`src/rtl/array_pkg.sv`:
```
// Shared types and helpers for the array_bank register store.
package array_pkg;

  typedef enum logic {ST_CLEAR, ST_IDLE} array_state_t;

  function automatic int unsigned idx_w(input int unsigned depth);
    return (depth <= 2) ? 1 : $clog2(depth);
  endfunction

endpackage

```
`src/rtl/array_bank_if.sv`:
```
// Bus bundle for array_bank: clear control, write port and two read ports.
interface array_bank_if
  import array_pkg::*;
#(
  parameter int WIDTH = 32,
  parameter int DEPTH = 8
);
  localparam int unsigned IDX_W = idx_w(DEPTH);

  logic             clear_req;
  logic             busy;
  logic             write;
  logic [IDX_W-1:0] wr_index;
  logic [WIDTH-1:0] datain;
  logic             wr_ack;
  logic             rd_en_a;
  logic [IDX_W-1:0] rd_index_a;
  logic [WIDTH-1:0] dataout_a;
  logic             rd_valid_a;
  logic             rd_en_b;
  logic [IDX_W-1:0] rd_index_b;
  logic [WIDTH-1:0] dataout_b;
  logic             rd_valid_b;

  modport slave (
    input  clear_req, write, wr_index, datain,
    input  rd_en_a, rd_index_a, rd_en_b, rd_index_b,
    output busy, wr_ack, dataout_a, rd_valid_a, dataout_b, rd_valid_b
  );

  modport master (
    output clear_req, write, wr_index, datain,
    output rd_en_a, rd_index_a, rd_en_b, rd_index_b,
    input  busy, wr_ack, dataout_a, rd_valid_a, dataout_b, rd_valid_b
  );

endinterface

```
`src/rtl/array_bank_clear_fsm.sv`:
```
// Clear sequencer: sweeps every entry once after reset or on request.
module array_clear_fsm
  import array_pkg::*;
#(
  parameter int DEPTH = 8
) (
  input  logic                    clk,
  input  logic                    rst,
  input  logic                    clear_req,
  output logic                    busy,
  output logic                    clr_we,
  output logic [idx_w(DEPTH)-1:0] clr_index
);
  localparam int unsigned IDX_W = idx_w(DEPTH);
  localparam logic [IDX_W-1:0] LAST = IDX_W'(DEPTH - 1);

  array_state_t     state_q, state_d;
  logic [IDX_W-1:0] ptr_q, ptr_d;

  always_ff @(posedge clk or posedge rst) begin
    if (rst) begin
      state_q <= ST_CLEAR;
      ptr_q   <= '0;
    end else begin
      state_q <= state_d;
      ptr_q   <= ptr_d;
    end
  end

  // clear_req is only honoured from IDLE, so a running sweep never restarts.
  always_comb begin
    state_d = state_q;
    ptr_d   = ptr_q;
    unique case (state_q)
      ST_CLEAR: begin
        ptr_d = ptr_q + IDX_W'(1);
        if (ptr_q == LAST) begin
          state_d = ST_IDLE;
          ptr_d   = '0;
        end
      end
      ST_IDLE: begin
        if (clear_req) begin
          state_d = ST_CLEAR;
          ptr_d   = '0;
        end
      end
      default: begin
        state_d = ST_CLEAR;
        ptr_d   = '0;
      end
    endcase
  end

  always_comb begin
    busy      = (state_q == ST_CLEAR);
    clr_we    = (state_q == ST_CLEAR);
    clr_index = ptr_q;
  end

endmodule

```
`src/rtl/array_bank.sv`:
```
// One-write, two-read register array with registered reads and a clear sweep.
// Optional macro ARRAY_BANK_BYPASS_EN forwards same-cycle write data to reads.
module array_bank
  import array_pkg::*;
#(
  parameter int               WIDTH      = 32,
  parameter int               DEPTH      = 8,
  parameter logic [WIDTH-1:0] INIT_VALUE = '0
) (
  input logic         clk,
  input logic         rst,
  array_bank_if.slave bus
);
  localparam int unsigned IDX_W = idx_w(DEPTH);
  localparam logic [IDX_W:0] DEPTH_X = DEPTH[IDX_W:0];

  logic [WIDTH-1:0] mem_q [DEPTH];

  logic             busy;
  logic             clr_we;
  logic [IDX_W-1:0] clr_index;

  logic             wr_acc;
  logic             mem_we;
  logic [IDX_W-1:0] mem_idx;
  logic [WIDTH-1:0] mem_data;
  logic [WIDTH-1:0] rd_word_a, rd_word_b;

  logic             wr_ack_q;
  logic             rd_valid_a_q, rd_valid_b_q;
  logic [WIDTH-1:0] dataout_a_q, dataout_b_q;

  array_clear_fsm #(.DEPTH(DEPTH)) u_clear_fsm (
    .clk       (clk),
    .rst       (rst),
    .clear_req (bus.clear_req),
    .busy      (busy),
    .clr_we    (clr_we),
    .clr_index (clr_index)
  );

  always_comb begin
    wr_acc   = bus.write && !busy && ({1'b0, bus.wr_index} < DEPTH_X);
    mem_we   = clr_we || wr_acc;
    mem_idx  = clr_we ? clr_index : bus.wr_index;
    mem_data = clr_we ? INIT_VALUE : bus.datain;
  end

  always_ff @(posedge clk) begin
    if (mem_we) mem_q[mem_idx] <= mem_data;
  end

  always_comb begin
    rd_word_a = INIT_VALUE;
    rd_word_b = INIT_VALUE;
    if ({1'b0, bus.rd_index_a} < DEPTH_X) rd_word_a = mem_q[bus.rd_index_a];
    if ({1'b0, bus.rd_index_b} < DEPTH_X) rd_word_b = mem_q[bus.rd_index_b];
`ifdef ARRAY_BANK_BYPASS_EN
    // wr_acc already implies an in-range index and an idle sequencer.
    if (wr_acc && (bus.wr_index == bus.rd_index_a)) rd_word_a = bus.datain;
    if (wr_acc && (bus.wr_index == bus.rd_index_b)) rd_word_b = bus.datain;
`endif
  end

  always_ff @(posedge clk or posedge rst) begin
    if (rst) begin
      wr_ack_q     <= 1'b0;
      rd_valid_a_q <= 1'b0;
      rd_valid_b_q <= 1'b0;
      dataout_a_q  <= '0;
      dataout_b_q  <= '0;
    end else begin
      wr_ack_q     <= wr_acc;
      rd_valid_a_q <= bus.rd_en_a && !busy;
      rd_valid_b_q <= bus.rd_en_b && !busy;
      if (bus.rd_en_a && !busy) dataout_a_q <= rd_word_a;
      if (bus.rd_en_b && !busy) dataout_b_q <= rd_word_b;
    end
  end

  assign bus.busy       = busy;
  assign bus.wr_ack     = wr_ack_q;
  assign bus.rd_valid_a = rd_valid_a_q;
  assign bus.rd_valid_b = rd_valid_b_q;
  assign bus.dataout_a  = dataout_a_q;
  assign bus.dataout_b  = dataout_b_q;

endmodule

```
`src/flat_wrapper.sv`:
```
// flat-port wrapper written by rule: the top's interface ports become plain ports
module array_bank_flat import array_pkg::*;
#(
  parameter int               WIDTH      = 32,
  parameter int               DEPTH      = 8,
  parameter logic [WIDTH-1:0] INIT_VALUE = '0
)
  (clk, rst, bus_clear_req, bus_write, bus_wr_index, bus_datain, bus_rd_en_a, bus_rd_index_a, bus_rd_en_b, bus_rd_index_b, bus_busy, bus_wr_ack, bus_dataout_a, bus_rd_valid_a, bus_dataout_b, bus_rd_valid_b);
  array_bank_if #(.WIDTH(WIDTH), .DEPTH(DEPTH)) bus_i ();
  input logic clk;
  input logic rst;
  input wire logic [$bits(bus_i.clear_req)-1:0] bus_clear_req;
  input wire logic [$bits(bus_i.write)-1:0] bus_write;
  input wire logic [$bits(bus_i.wr_index)-1:0] bus_wr_index;
  input wire logic [$bits(bus_i.datain)-1:0] bus_datain;
  input wire logic [$bits(bus_i.rd_en_a)-1:0] bus_rd_en_a;
  input wire logic [$bits(bus_i.rd_index_a)-1:0] bus_rd_index_a;
  input wire logic [$bits(bus_i.rd_en_b)-1:0] bus_rd_en_b;
  input wire logic [$bits(bus_i.rd_index_b)-1:0] bus_rd_index_b;
  output wire logic [$bits(bus_i.busy)-1:0] bus_busy;
  output wire logic [$bits(bus_i.wr_ack)-1:0] bus_wr_ack;
  output wire logic [$bits(bus_i.dataout_a)-1:0] bus_dataout_a;
  output wire logic [$bits(bus_i.rd_valid_a)-1:0] bus_rd_valid_a;
  output wire logic [$bits(bus_i.dataout_b)-1:0] bus_dataout_b;
  output wire logic [$bits(bus_i.rd_valid_b)-1:0] bus_rd_valid_b;
  assign bus_i.clear_req = bus_clear_req;
  assign bus_i.write = bus_write;
  assign bus_i.wr_index = bus_wr_index;
  assign bus_i.datain = bus_datain;
  assign bus_i.rd_en_a = bus_rd_en_a;
  assign bus_i.rd_index_a = bus_rd_index_a;
  assign bus_i.rd_en_b = bus_rd_en_b;
  assign bus_i.rd_index_b = bus_rd_index_b;
  assign bus_busy = bus_i.busy;
  assign bus_wr_ack = bus_i.wr_ack;
  assign bus_dataout_a = bus_i.dataout_a;
  assign bus_rd_valid_a = bus_i.rd_valid_a;
  assign bus_dataout_b = bus_i.dataout_b;
  assign bus_rd_valid_b = bus_i.rd_valid_b;
  array_bank #(.WIDTH(WIDTH), .DEPTH(DEPTH), .INIT_VALUE(INIT_VALUE)) u_core (.clk(clk), .rst(rst), .bus(bus_i));
endmodule
```
`config.mk`:
```
export PLATFORM = sky130hd
export DESIGN_NAME = array_bank_flat
export DESIGN_NICKNAME = d
export VERILOG_FILES = /design/src/rtl/array_pkg.sv /design/src/rtl/array_bank_if.sv /design/src/rtl/array_bank_clear_fsm.sv /design/src/rtl/array_bank.sv /design/src/flat_wrapper.sv
export SDC_FILE = /design/constraint.sdc
export NUM_CORES = 1
export LEC_CHECK = 0
export BUFFER_PORTS_ARGS = -buffer_cell sky130_fd_sc_hd__buf_2
export CAP_MARGIN = 20
export CELL_PAD_IN_SITES_DETAIL_PLACEMENT = 1
export CELL_PAD_IN_SITES_GLOBAL_PLACEMENT = 1
export CORE_AREA = 2 2 208 149
export CTS_CLUSTER_SIZE = 10
export DETAILED_ROUTE_END_ITERATION = 16
export DIE_AREA = 0 0 210 151
export PLACE_DENSITY_LB_ADDON = 0.05
export SYNTH_ARGS = -nofsm -noshare
export SYNTH_HDL_FRONTEND = slang
export SYNTH_SLANG_ARGS = --single-unit
```
`constraint.sdc`:
```
create_clock -name clk -period 3.9 [get_ports clk]
set_clock_uncertainty 0.1 [all_clocks]
set_input_delay 0.78 -clock clk [delete_from_list [all_inputs] [get_ports clk]]
set_output_delay 0.78 -clock clk [all_outputs]
set_load 0.03 [all_outputs]
```
# Word-level counts from Yosys, hierarchy flattened
# Memory sizes are Yosys's and may differ from the RTL's. A register that Yosys moved wholly into a read port is not among the register bits.
# Cells that the tools add are included.
# Widths: inputs -> output; s select.
dict set report totals {
  register_bits 7
  mem_bits_rw 256
  input_bits 47
  output_inout_bits 68
  word_cells 24
  n_memories 1
}
# memory words width rd rd_ports_with_merged_regs wr line_no
set memory_table {}
lappend memory_table {u_core.mem_q 8 32 2 2 1 array_bank.sv:17} ;# logic [WIDTH-1:0] mem_q [DEPTH];
dict set report op_classes {
  n_addsub 1
  n_eq_ne 2
  n_mux 10
  bitwise_logic 1
  n_reduce_logical 4
}
# cell count
set op_table {}
lappend op_table {{$mux 32} 1}
lappend op_table {{$mux 3} 3}
lappend op_table {{$pmux 3 s2} 1}
lappend op_table {{$mux 1} 4}
lappend op_table {{$add 3x1->3 const B} 1}
lappend op_table {{$eq 3x3->1 const B} 1}
lappend op_table {{$logic_and 1x1->1} 3}
lappend op_table {{$ne 2x2->1 const B} 1}
lappend op_table {{$pmux 1 s2} 1}
lappend op_table {{$logic_or 1x1->1} 1}
lappend op_table {{$not 1->1} 1}

# Longest topological paths before layout
dict set report depth {
  ltp_word 4
  mapped_depth 5
  depth_no_buf 4
}

# Cells and area by module
# From an unflattened synthesis, not the netlist that was laid out.
dict set report hier_totals {
  hier_cells 992
  area_unflattened_um2 15205.8
}
# module instances cells_per_inst area_per_inst_um2 seq_area_each_um2
set modules_own_cells {}
lappend modules_own_cells {array_bank 1 976 15009.4 9364.0}
lappend modules_own_cells {array_clear_fsm 1 16 196.4 100.1}

# Worst setup path before layout
# No wires, ideal clock.
dict set report synth_path {
  path_kind {reg-to-reg}
  startpoint {reg u_core.u_clear_fsm.state_q}
  endpoint {mem u_core.mem_q[7][0], enable pin}
  setup_ns 0.421
  t_arrival_ns 2.381
  required_ns 3.379
  setup_slack_ns 0.998
  stages_incl_launch_ff 5
  path_buffers 1
  period_less_slack_ns 2.902
  path_cell_list {dfrtp_1 > buf_2 > inv_1 > a21oi_1 > nor2_1}
}
dict set report synth_between {
  elab_chain_len 4
  elab_cells_between_ends 6
  cone_classes {mux (3); bitwise (1); reduce/logical (2)}
}
# item line_no
set synth_rtl {}
lappend synth_rtl {{from (decl)} array_bank_clear_fsm.sv:17} ;# array_state_t state_q, state_d;
lappend synth_rtl {{from (signal assigned)} array_bank_clear_fsm.sv:25} ;# state_q <= state_d;
lappend synth_rtl {{$not 1->1} --}
lappend synth_rtl {{net bus_busy} flat_wrapper.sv:20} ;# output wire logic [$bits(bus_i.busy)-1:0] bus_busy;
lappend synth_rtl {{$logic_or 1x1->1} array_bank.sv:44} ;# mem_we = clr_we || wr_acc;
lappend synth_rtl {{$mux 1} array_bank.sv:50} ;# if (mem_we) mem_q[mem_idx] <= mem_data;
lappend synth_rtl {{$mux 1 (implied by the code)} array_bank.sv:50}
lappend synth_rtl {{to (decl)} array_bank.sv:17}
# The timed path passes the listed nets, and every way through them passes these cells.

# Final worst setup path
dict set report layout_path {
  startpoint {reg u_core.u_clear_fsm.state_q}
  endpoint {mem u_core.mem_q[5][4], enable pin}
}
dict set report layout_between {
  elab_chain_len 4
  elab_cells_between_ends 6
  cone_classes {mux (3); bitwise (1); reduce/logical (2)}
}
# item line_no
set layout_rtl {}
lappend layout_rtl {{$logic_and 1x1->1 / $not 1->1 (equally long branches)} --}
lappend layout_rtl {{$logic_or 1x1->1} array_bank.sv:44}
lappend layout_rtl {{$mux 1} array_bank.sv:50}
lappend layout_rtl {{$mux 1 (implied by the code)} array_bank.sv:50}
# Parallel ways exist; a longest one is shown, timed or not.

==> results.ini <==
[cells_and_area]
fin_cells = 1513
nets = 1147
area_growth_pct = 14.3
antennaDiodeCount = 0
layout_commonest_cell = edfxtp_1
drive_gt1_share_pct = 31.3
final_cell_mix = 256 x edfxtp_1, 128 x mux2i_1, 128 x mux2_2

[clocking]
cts_root_buffer = clkbuf_16
clock_latency_ns = 0.53
clk_pin_slew_ns = 0.06
post_cts_buffers = 0
cts_sinks = 327
cts_tree = yes
cts_max_level = 2
clockBufferDepth = 3
numCtsBuffers = 38
cts_resized = 0
cts_hold_buf = 0

[grt]
grt_pass1_vias = 9736
overflow = 0
grt_max_degree = 66
grt_util_all_layers_pct = 25.5
antenna_found_initial = 0
grt_pass1_wl_mm = 60.1

[worst_setup_path]
worstPathArrival_ns = 2.80
cp_common_cell = buf_4
critPathKind = reg -> reg
end_kind = flop
r2r_slack_ns = 1.16
critical_path_buf_inv_count = 2
crit_path_start_kind = flop
max_stage_delay_ns = 0.81
cp.required_ns = 3.95
crit_chain = buf_4 -> and3_1 -> a21oi_1 -> nor2_4 -> buf_4
crit_fanout = 35
cp_slowest_cell = dfrtp_2
crit_family = buffers and inverters

[sta]
fmax_mhz = 365
drv_slew = 0
worst_pin_slew_ns = 0.975
setup_violations = 0
rsz0062_at_grt = false
min_period_over_period_pct = 70.3
slew_headroom_pct = 35.0
setup_tns_ns = 0
min_period_ns = 2.74
fin_ws_ns = 1.16
hold_violations = 0

[synth]
ys_ff_latch = 327
synth_area_um2 = 14900
synth_seq_area_share_pct = 63.5
synth-xor-area-share_pct = 0
ys_top_cells_by_area = edfxtp_1 52%, dfrtp_1 12%, mux2_2 9.7%
synth_cell_type_count = 29
synth_area_leader_cell = edfxtp_1
synthCells = 993
synth_area_per_cell_um2 = 15.0
synth_top_family_by_area = multiplexers
synth_nets = 1042
synth_compound_area_share_pct = 11.2
yosysTopAreaCellShare_pct = 51.6
synthMuxAreaShare_pct = 18.3
yosys_warnings = 0
synthSimpleGateAreaFrac_pct = 3.85
synth_fa_ha_area_share_pct = 0.168

[drt]
first_pass_iters = 4
antenna_left = 0
via_per_inst = 5.96
drcViolationCount = 0
drt-initial-drc-count = 505
wirelength_mm = 39.4
wl_per_cell_um = 26.1
via_count = 9013

[place]
place_congestion = 0.730
place_hpwl_mm = 22.6
dp_worst_setup_slack_ns = 1.16
placed_cells = 1443
io_buffers = 114

[die]
fp-row-count = 53
core_area_um2 = 29600
pin_count = 115
start_util_pct = 50.3
die_w_um = 210
die_h_um = 151
die_area_um2 = 31700

[power]
p_leak_nw = 6.61
power_w = 0.0125
powerDensity_nw_per_um2 = 734
vdd_ir_drop_max_mv = 0.431

[run_status]
run_status = complete, no violations

[job]
drv_cap = 0

[worst_hold_path]
hp-class = in -> async

## cell type report
type                       count  area (um2)
inverter                       7        27.5
tap                          385         482
clock buffer                  68        1080
sequential                   327        9470
timing repair buffer         138         876
fill                        2818       12600
multi-input combinational    586        5060
clock inverter                 2        32.5
## registers in the layout (all words and copies together) (netlist names)
signal and flops:
u_core.u_clear_fsm.clr_index 3, u_core.bus.rd_valid_b 1, u_core.u_clear_fsm.state_q 1, u_core.mem_q 256, u_core.bus.dataout_a 32, u_core.bus.wr_ack 1
u_core.bus.dataout_b 32, u_core.bus.rd_valid_a 1
## final timing paths
path                                                           start                                   end  cells past startpoint
worst max-delay path            u_core.u_clear_fsm.state_q$_DFF_PP0_          u_core.mem_q[5][4]$_DFFE_PP_                      5
max in group asynchronous                                        rst  u_core.u_clear_fsm.state_q$_DFF_PP0_                      3
worst min register to register   u_core.bus.dataout_a[1]$_DFFE_PP0P_   u_core.bus.dataout_a[1]$_DFFE_PP0P_                      2
worst max register to register  u_core.u_clear_fsm.state_q$_DFF_PP0_          u_core.mem_q[5][4]$_DFFE_PP_                      5
worst min-delay path                                             rst   u_core.bus.dataout_a[6]$_DFFE_PP0P_                      2
min in group clk                 u_core.bus.dataout_a[1]$_DFFE_PP0P_   u_core.bus.dataout_a[1]$_DFFE_PP0P_                      2
## synth_stat cells (all sizes together)
cell	instances
o31ai	64
edfxtp	256
dfrtp	71
a32oi	2
inv	7
nor2b	3
a22oi	1
ha	2
or3	1
a31oi	1
nor2	14
o22ai	64
a2bb2oi	1
nand2b	2
clkbuf	40
mux2	128
mux2i	128
a22o	64
o21ai	1
and3	1
buf	33
o2bb2ai	2
and2	33
a21oi	2
nand2	72
## kinds of logic after synthesis
family | Yosys count
DFF | 327
muxes | 256
adders and majority gates | 2
AOI/OAI and AO/OA | 202
buffers and inverters | 80
and+or+nand+nor | 126
## per-stage QoR
stage                     instance area, um2  utilization [%]  hold WS [ns]
after floorplan                        14900                -         0.427
after global placement                 15900             53.7         0.358
after detailed placement               15900             53.7         0.360
after CTS                              17000             57.5         0.230
after global routing                   17000             57.5         0.241
final                                  17000             57.5         0.202
## power breakdown
part / internal (W) / switching, W / leakage (nW)
Sequential: 0.00509 / 0.000559 / 3.27
Clock: 0.00188 / 0.00139 / 0.529
Combinational: 0.00117 / 0.00242 / 2.82
## layer usage
layer | GRT usage, % | up-vias | routed length [um]
met3 | 3.23 | 52 | 1400
met1 | 35.6 | 4699 | 18700
met5 | 0 | - | 0
met2 | 42.6 | 170 | 18600
met4 | 6.84 | 0 | 694
li1 | - | 4092 | -
(Power assumes the default switching activity.)
